===== src/rtl/fir_mac_scheduler.sv =====
// Sequencer for a shared FIR multiply-accumulate datapath: circular delay line,
// MAC issue, drain, capture and output handshake. Define FIR_SAT_EN for output saturation.
module fir_mac_scheduler #(
    parameter int NTAPS   = 40,
    parameter int DATA_W  = 32,
    parameter int ACC_W   = 40,
    parameter int MAC_LAT = 1,
    parameter int SHIFT   = 15,
    parameter int OUT_W   = 20
) (
    input  logic              Clock,
    input  logic              Rst,
    input  logic [DATA_W-1:0] InData,
    input  logic              InValid,
    output logic              InReady,
    input  logic              Flush,
    output logic              MacEn,
    output logic              MacFirst,
    output logic [DATA_W-1:0] MacSample,
    output logic [5:0]        CoeffAddr,
    input  logic [ACC_W-1:0]  MacResult,
    output logic [OUT_W-1:0]  OutData,
    output logic              OutValid,
    input  logic              OutReady,
    output logic              Busy,
    output logic              SatFlag
);

    localparam int PTR_W = (NTAPS > 1) ? $clog2(NTAPS) : 1;
    localparam int DRN_W = $clog2(MAC_LAT + 2);
    localparam logic [PTR_W-1:0] LAST_IDX   = PTR_W'(NTAPS - 1);
    localparam logic [DRN_W-1:0] DRAIN_LAST = DRN_W'(MAC_LAT);

    typedef enum logic [2:0] {
        ST_CLEAR = 3'd0,
        ST_IDLE  = 3'd1,
        ST_ISSUE = 3'd2,
        ST_DRAIN = 3'd3,
        ST_OUT   = 3'd4
    } state_t;

    state_t             state_r;
    state_t             state_nxt_s;
    logic [DATA_W-1:0]  delay_line_r [NTAPS];
    logic [PTR_W-1:0]   wr_ptr_r;
    logic [PTR_W-1:0]   rd_ptr_r;
    logic [PTR_W-1:0]   tap_cnt_r;
    logic [DRN_W-1:0]   drain_cnt_r;

    logic [PTR_W-1:0]   wr_ptr_nxt_s;
    logic [PTR_W-1:0]   rd_ptr_nxt_s;
    logic [PTR_W-1:0]   tap_cnt_nxt_s;
    logic [DRN_W-1:0]   drain_cnt_nxt_s;
    logic               mac_en_nxt_s;
    logic               mac_first_nxt_s;
    logic [DATA_W-1:0]  mac_sample_nxt_s;
    logic [5:0]         coeff_addr_nxt_s;
    logic [OUT_W-1:0]   out_data_nxt_s;
    logic               out_valid_nxt_s;
    logic               sat_flag_nxt_s;

    logic               accept_s;
    logic               last_tap_s;
    logic               drain_done_s;
    logic               capture_s;
    logic [OUT_W-1:0]   window_s;
    logic               unused_acc_bits_s;

    function automatic logic [PTR_W-1:0] ptr_inc(input logic [PTR_W-1:0] p);
        return (p == LAST_IDX) ? {PTR_W{1'b0}} : p + PTR_W'(1);
    endfunction

    function automatic logic [PTR_W-1:0] ptr_dec(input logic [PTR_W-1:0] p);
        return (p == {PTR_W{1'b0}}) ? LAST_IDX : p - PTR_W'(1);
    endfunction

`ifdef FIR_SAT_EN
    // The result fits only when every bit from the window sign upward agrees.
    function automatic logic sat_needed(input logic [ACC_W-1:0] acc);
        logic [ACC_W-SHIFT-OUT_W:0] hi;
        hi = acc[ACC_W-1:SHIFT+OUT_W-1];
        return (hi != {(ACC_W-SHIFT-OUT_W+1){1'b0}}) && (hi != {(ACC_W-SHIFT-OUT_W+1){1'b1}});
    endfunction

    function automatic logic [OUT_W-1:0] sat_value(input logic negative);
        logic [OUT_W-1:0] v;
        if (negative) begin
            v = {1'b1, {(OUT_W-1){1'b0}}};
        end else begin
            v = {1'b0, {(OUT_W-1){1'b1}}};
        end
        return v;
    endfunction
`endif

    assign accept_s          = (state_r == ST_IDLE) && InValid && InReady;
    assign last_tap_s        = (tap_cnt_r == LAST_IDX);
    assign drain_done_s      = (drain_cnt_r == DRAIN_LAST);
    assign capture_s         = (state_r == ST_DRAIN) && drain_done_s;
    assign window_s          = MacResult[SHIFT+OUT_W-1:SHIFT];
    assign unused_acc_bits_s = ^{MacResult[ACC_W-1:SHIFT+OUT_W], MacResult[SHIFT-1:0]};

    // State register
    always_ff @(posedge Clock) begin
        if (Rst) begin
            state_r <= ST_CLEAR;
        end else begin
            state_r <= state_nxt_s;
        end
    end

    // Next-state logic; a Flush coinciding with an accept is dropped
    always_comb begin
        state_nxt_s = state_r;
        case (state_r)
            ST_CLEAR: begin
                if (wr_ptr_r == LAST_IDX) state_nxt_s = ST_IDLE;
                else                      state_nxt_s = ST_CLEAR;
            end
            ST_IDLE: begin
                if (accept_s)   state_nxt_s = ST_ISSUE;
                else if (Flush) state_nxt_s = ST_CLEAR;
                else            state_nxt_s = ST_IDLE;
            end
            ST_ISSUE: begin
                if (last_tap_s) state_nxt_s = ST_DRAIN;
                else            state_nxt_s = ST_ISSUE;
            end
            ST_DRAIN: begin
                if (drain_done_s) state_nxt_s = ST_OUT;
                else              state_nxt_s = ST_DRAIN;
            end
            ST_OUT: begin
                if (OutReady) state_nxt_s = ST_IDLE;
                else          state_nxt_s = ST_OUT;
            end
            default: state_nxt_s = ST_CLEAR;
        endcase
    end

    // Next values of pointers, counters and registered outputs
    always_comb begin
        wr_ptr_nxt_s    = wr_ptr_r;
        rd_ptr_nxt_s    = rd_ptr_r;
        tap_cnt_nxt_s   = {PTR_W{1'b0}};
        drain_cnt_nxt_s = {DRN_W{1'b0}};
        case (state_r)
            ST_CLEAR: begin
                wr_ptr_nxt_s = ptr_inc(wr_ptr_r);
            end
            ST_IDLE: begin
                // Flush restarts the pointer so CLEAR always ends at entry 0.
                if (accept_s) begin
                    wr_ptr_nxt_s = ptr_inc(wr_ptr_r);
                    rd_ptr_nxt_s = wr_ptr_r;
                end else if (Flush) begin
                    wr_ptr_nxt_s = {PTR_W{1'b0}};
                end else begin
                    wr_ptr_nxt_s = wr_ptr_r;
                end
            end
            ST_ISSUE: begin
                rd_ptr_nxt_s  = ptr_dec(rd_ptr_r);
                tap_cnt_nxt_s = last_tap_s ? {PTR_W{1'b0}} : tap_cnt_r + PTR_W'(1);
            end
            ST_DRAIN: begin
                drain_cnt_nxt_s = drain_done_s ? {DRN_W{1'b0}} : drain_cnt_r + DRN_W'(1);
            end
            ST_OUT: begin
                wr_ptr_nxt_s = wr_ptr_r;
            end
            default: begin
                wr_ptr_nxt_s = {PTR_W{1'b0}};
            end
        endcase

        if (state_r == ST_ISSUE) begin
            mac_en_nxt_s     = 1'b1;
            mac_first_nxt_s  = (tap_cnt_r == {PTR_W{1'b0}});
            mac_sample_nxt_s = delay_line_r[rd_ptr_r];
            coeff_addr_nxt_s = 6'(tap_cnt_r);
        end else begin
            mac_en_nxt_s     = 1'b0;
            mac_first_nxt_s  = 1'b0;
            mac_sample_nxt_s = {DATA_W{1'b0}};
            coeff_addr_nxt_s = 6'd0;
        end

        out_data_nxt_s  = OutData;
        out_valid_nxt_s = OutValid;
        sat_flag_nxt_s  = SatFlag;
        if (capture_s) begin
            out_valid_nxt_s = 1'b1;
`ifdef FIR_SAT_EN
            if (sat_needed(MacResult)) begin
                out_data_nxt_s = sat_value(MacResult[ACC_W-1]);
                sat_flag_nxt_s = 1'b1;
            end else begin
                out_data_nxt_s = window_s;
                sat_flag_nxt_s = SatFlag;
            end
`else
            out_data_nxt_s = window_s;
`endif
        end else if ((state_r == ST_OUT) && OutReady) begin
            out_valid_nxt_s = 1'b0;
        end else begin
            out_valid_nxt_s = OutValid;
        end
`ifndef FIR_SAT_EN
        sat_flag_nxt_s = 1'b0;
`endif
    end

    // Pointer, counter and output registers
    always_ff @(posedge Clock) begin
        if (Rst) begin
            wr_ptr_r    <= {PTR_W{1'b0}};
            rd_ptr_r    <= {PTR_W{1'b0}};
            tap_cnt_r   <= {PTR_W{1'b0}};
            drain_cnt_r <= {DRN_W{1'b0}};
            InReady     <= 1'b0;
            Busy        <= 1'b1;
            MacEn       <= 1'b0;
            MacFirst    <= 1'b0;
            MacSample   <= {DATA_W{1'b0}};
            CoeffAddr   <= 6'd0;
            OutData     <= {OUT_W{1'b0}};
            OutValid    <= 1'b0;
            SatFlag     <= 1'b0;
        end else begin
            wr_ptr_r    <= wr_ptr_nxt_s;
            rd_ptr_r    <= rd_ptr_nxt_s;
            tap_cnt_r   <= tap_cnt_nxt_s;
            drain_cnt_r <= drain_cnt_nxt_s;
            InReady     <= (state_nxt_s == ST_IDLE);
            Busy        <= (state_nxt_s != ST_IDLE);
            MacEn       <= mac_en_nxt_s;
            MacFirst    <= mac_first_nxt_s;
            MacSample   <= mac_sample_nxt_s;
            CoeffAddr   <= coeff_addr_nxt_s;
            OutData     <= out_data_nxt_s;
            OutValid    <= out_valid_nxt_s;
            SatFlag     <= sat_flag_nxt_s;
        end
    end

    // Delay line storage; CLEAR zeroes every entry, so the array has no reset
    always_ff @(posedge Clock) begin
        if (!Rst && (state_r == ST_CLEAR)) begin
            delay_line_r[wr_ptr_r] <= {DATA_W{1'b0}};
        end else if (!Rst && accept_s) begin
            delay_line_r[wr_ptr_r] <= InData;
        end
    end

endmodule


===== config.mk =====
export PLATFORM = sky130hd
export DESIGN_NAME = fir_mac_scheduler
export DESIGN_NICKNAME = d
export VERILOG_FILES = /design/src/rtl/fir_mac_scheduler.sv
export SDC_FILE = /design/constraint.sdc
export NUM_CORES = 1
export LEC_CHECK = 0
export BUFFER_PORTS_ARGS = -buffer_cell sky130_fd_sc_hd__buf_2
export CAP_MARGIN = 25
export CORE_MARGIN = 3
export CORE_UTILIZATION = 56
export CTS_CLUSTER_DIAMETER = 30
export DETAILED_ROUTE_END_ITERATION = 7
export GPL_TIMING_DRIVEN = 0
export HOLD_SLACK_MARGIN = 0.05
export PLACE_DENSITY_LB_ADDON = 0.25
export SYNTH_ARGS = -nofsm -noshare
export SYNTH_HDL_FRONTEND = slang
export SYNTH_SLANG_ARGS = --single-unit

===== constraint.sdc =====
create_clock -name Clock -period 3.45 [get_ports Clock]
set_clock_uncertainty 0.05 [all_clocks]
set_input_delay 0.5175 -clock Clock [delete_from_list [all_inputs] [get_ports Clock]]
set_output_delay 0.5175 -clock Clock [all_outputs]
set_load 0.02 [all_outputs]

==> impl_metrics.py <==
metrics = {
    "run_status": {
        "outcome": "finished clean",
    },
    "sta": {
        "setup_viol": 0,
        "maxSlewHeadroom": 0.296,
        "rsz0062_at_grt": "no",
        "finalHoldViolCount": 0,
        "finalCriticalPeriod_ns": 3.40,
        "finalCritPeriodShare": 0.986,
        "fin_hold_ws_ns": 0.220,
        "slew_violations": 0,
        "worstMarginPinSlew_ns": 1.06,
        "clock.fmax_ghz": 0.294,
    },
    "yosys": {
        "synthXorXnorAreaFrac": 0.000671,
        "netlist_area_um2": 52200,
        "post-synth-top-count-cell": "edfxtp_1",
        "yosys.area.top_type_share": 0.736,
        "synth-edff-count": 1280,
        "avgSynthCellArea_um2": 19.4,
        "synthFlopType": "edfxtp_1",
        "netlist_instances": 2693,
        "muxShareOfSynthArea": 0.135,
        "synth_nets": 2776,
        "synth_compound_area_frac": 0.0442,
        "yosys.area_share.simple": 0.0312,
        "yosysTopAreaCell": "edfxtp_1",
        "synthTopCellsByCount": "1280 x edfxtp_1, 224 x mux2i_1, 209 x mux4_2",
        "synth_area_leaders": "edfxtp_1 74%, mux4_2 9.0%, mux2i_1 4.3%",
        "seq_area_frac_synth": 0.769,
        "synthAdderAreaFrac": 0.00144,
        "yosys_warnings": 0,
        "synth_top_family_by_area": "multiplexers",
        "synth.distinct_cells": 54,
        "synth-seq-cells": 1366,
        "ys_async_sr_fraction": 0,
    },
    "grt": {
        "grt_pass1_wl_um": 193000,
        "grt_pass1_vias": 29405,
        "grt_max_degree": 41,
        "overflow": 0,
        "antenna_found_initial": 4,
        "track_usage": 0.272,
    },
    "critical_path": {
        "setup.worst_path.class": "register to register",
        "crit_arrival_ns": 4.07,
        "r2r_setup_slack_ns": 0.05,
        "critPathMaxFanout": 10,
        "cp_slowest_cell": "a221oi_1",
        "worst-path-buf-inv": 4,
        "r2r_cells": 8,
        "cp.depth": 8,
        "critPathMostFrequentCell": "buf_2",
        "cp-start-kind": "register",
        "critPathRequiredTime_ns": 4.12,
        "critical_path.top_delay_family": "buffers and inverters",
        "cp_slowest_stage_delay_ns": 0.69,
        "end_kind": "register",
        "r2r-start": "rd_ptr_r[2]$_SDFFE_PP0P_",
        "critical_path.cell_chain": "buf_2, inv_1, buf_2, nand2_1, clkbuf_1, o221ai_1, a221oi_1, o21a_1",
        "r2r_end": "MacSample[3]$_SDFF_PP0_",
    },
    "flow_run": {
        "drv_cap": 0,
    },
    "pwr": {
        "power.leakage_uw": 0.0181,
        "powerDensity_nw_per_um2": 625,
        "ir_worst_vdd_mv": 0.533,
    },
    "floorplanning": {
        "initial_utilization": 0.567,
        "die_area_um2": 97000,
        "rows": 111,
        "ios": 141,
        "die_h_um": 311,
        "fp.dieW_um": 311,
        "fp.coreArea_um2": 92100,
    },
    "clocking": {
        "ctsRootBufferMaster": "clkbuf_16",
        "clk_latency_ns": 0.79,
        "clock_path_buffers": 3,
        "cts_tree": "yes",
        "numCtsBuffers": 219,
        "cts.htree.levels": 4,
        "cts_num_sinks": 1366,
        "clk_pin_slew_ns": 0.05,
    },
    "worst_hold_path": {
        "hold_path_class": "input port to register",
        "hold_depth": 2,
        "hold_path_end": "delay_line_r[0][17]$_DFFE_PP_",
        "hold_start": "InData[17]",
    },
    "finish": {
        "drive_gt1_frac": 0.276,
        "fin_cells": 4556,
        "fillCellCount": 5455,
        "synthToLayoutAreaGrowth_pct": 22.3,
        "fin_nets": 3208,
    },
    "detailed_routing": {
        "drc": 0,
        "first_pass_iters": 6,
        "via_count": 28408,
        "wirelength_um": 131000,
        "wire_per_inst_um": 28.8,
        "dr.first_iter.drc_count": 3734,
        "vias_per_cell": 6.24,
        "ant_nets": 0,
    },
    "placement": {
        "dp_hpwl_um": 82700,
        "gp_congestion": 0.924,
        "dp_cells": 4125,
        "port-buffer-count": 119,
    },
}
worst reg2reg max path, stage by stage, from the launching register on:
cell	delay (ns)
dfxtp_1	0.41
buf_2	0.35
inv_1	0.10
buf_2	0.26
nand2_1	0.33
clkbuf_1	0.57
o221ai_1	0.37
a221oi_1	0.69
o21a_1	0.20
final cells by class:
| type | instances | area (um^2) | share of cell area |
|---|---|---|---|
| flip-flops and latches | 1366 | 40200 | 0.629 |
| multi-input cells | 1155 | 11500 | 0.180 |
| clock buffers | 257 | 5770 | 0.0903 |
| repair buffers | 212 | 2320 | 0.0363 |
| clock inverters | 151 | 1640 | 0.0257 |
| well taps | 1243 | 1560 | 0.0243 |
| plain buffers | 159 | 902 | 0.0141 |
| inverters | 12 | 45.0 | 0.000705 |
| diodes | 1 | 2.50 | 0.0000392 |
repair_timing:
action	in CTS	in global routing
endpoints found under the hold margin	25	0
pin swaps	0	0
resized for setup	4	23
hold buffers	22	0
endpoints found under the setup margin	409	451
buffers inserted	0	0
per-layer routing:
metal | track usage | vias to the layer above | share of wire
met5 | 0 | - | 0.000092
met4 | 0.0991 | 2 | 0.033
met3 | 0.0640 | 294 | 0.094
met2 | 0.441 | 1569 | 0.49
met1 | 0.366 | 14634 | 0.38
li1 | - | 11909 | -
metrics by stage:
stage	TNS (ns)	total power [uW]	worst slack [ns]	instance area, um^2	utilization
floorplan	0	18500	0.126	52200	-
global placement	-3833.13	18600	-2.04	54400	0.590
detailed placement	-34.43	18600	-0.497	56200	0.610
CTS	0	40100	0.0275	63800	0.693
global route	0	40900	0.00916	63900	0.694
finish	0	40000	0.0491	63900	0.694
cells in the final DEF (no fill, tap or decap), types with 8 or more instances in the layout:
cell / n
a21oi_1: 42
a221oi_1: 26
a31oi_1: 26
and2_1: 24
and2_2: 13
buf_12: 38
buf_16: 21
buf_2: 145
buf_4: 29
buf_6: 22
buf_8: 10
bufinv_16: 24
clkbuf_1: 104
clkbuf_16: 223
clkinv_1: 22
clkinv_2: 34
clkinv_4: 16
clkinvlp_4: 14
dfxtp_1: 86
dlygate4sd3_1: 22
edfxtp_1: 1280
inv_1: 12
inv_6: 26
mux2_2: 10
mux2i_1: 224
mux4_2: 209
nand2_1: 138
nand3_1: 12
nor2_1: 94
nor2_4: 40
nor2b_1: 10
o211ai_1: 8
o21a_1: 26
o21ai_0: 16
o221ai_1: 26
o22a_1: 25
o22ai_1: 107
registers in the layout, summed over array words and instances (netlist names):
signal,cells
delay_line_r,1280
MacSample,32
OutData,20
CoeffAddr,6
rd_ptr_r,6
tap_cnt_r,6
wr_ptr_r,6
state_r,3
drain_cnt_r,2
Busy,1
InReady,1
MacEn,1
MacFirst,1
OutValid,1
logic make-up (layout without fill, tap and decap cells):
family          after synthesis  after routing
compound gates              331            331
xor+xnor                      4              4
fa+ha+maj                     6              6
buf+inv                     172            791
flops                      1366           1366
mux                         443            443
other cells                   1              2
simple gates                370            370
how the worst max path moves through the flow:
stage / startpoint / to
after floorplan: InValid / delay_line_r[6][0]$_DFFE_PP_
after global placement: Rst / delay_line_r[36][10]$_DFFE_PP_
after detailed placement: state_r[0]$_SDFF_PP0_ / delay_line_r[36][13]$_DFFE_PP_
after CTS: state_r[0]$_SDFF_PP0_ / delay_line_r[27][30]$_DFFE_PP_
after global routing: rd_ptr_r[2]$_SDFFE_PP0P_ / MacSample[7]$_SDFF_PP0_
final: rd_ptr_r[2]$_SDFFE_PP0P_ / MacSample[3]$_SDFF_PP0_
power breakdown:
part	leakage [uW]	internal, uW	switching (uW)
Combinational	0.00461	137	207
Clock	0.00362	13800	7780
Sequential	0.00984	18000	29.1
No activity file was read; power rests on OpenSTA's default activity.
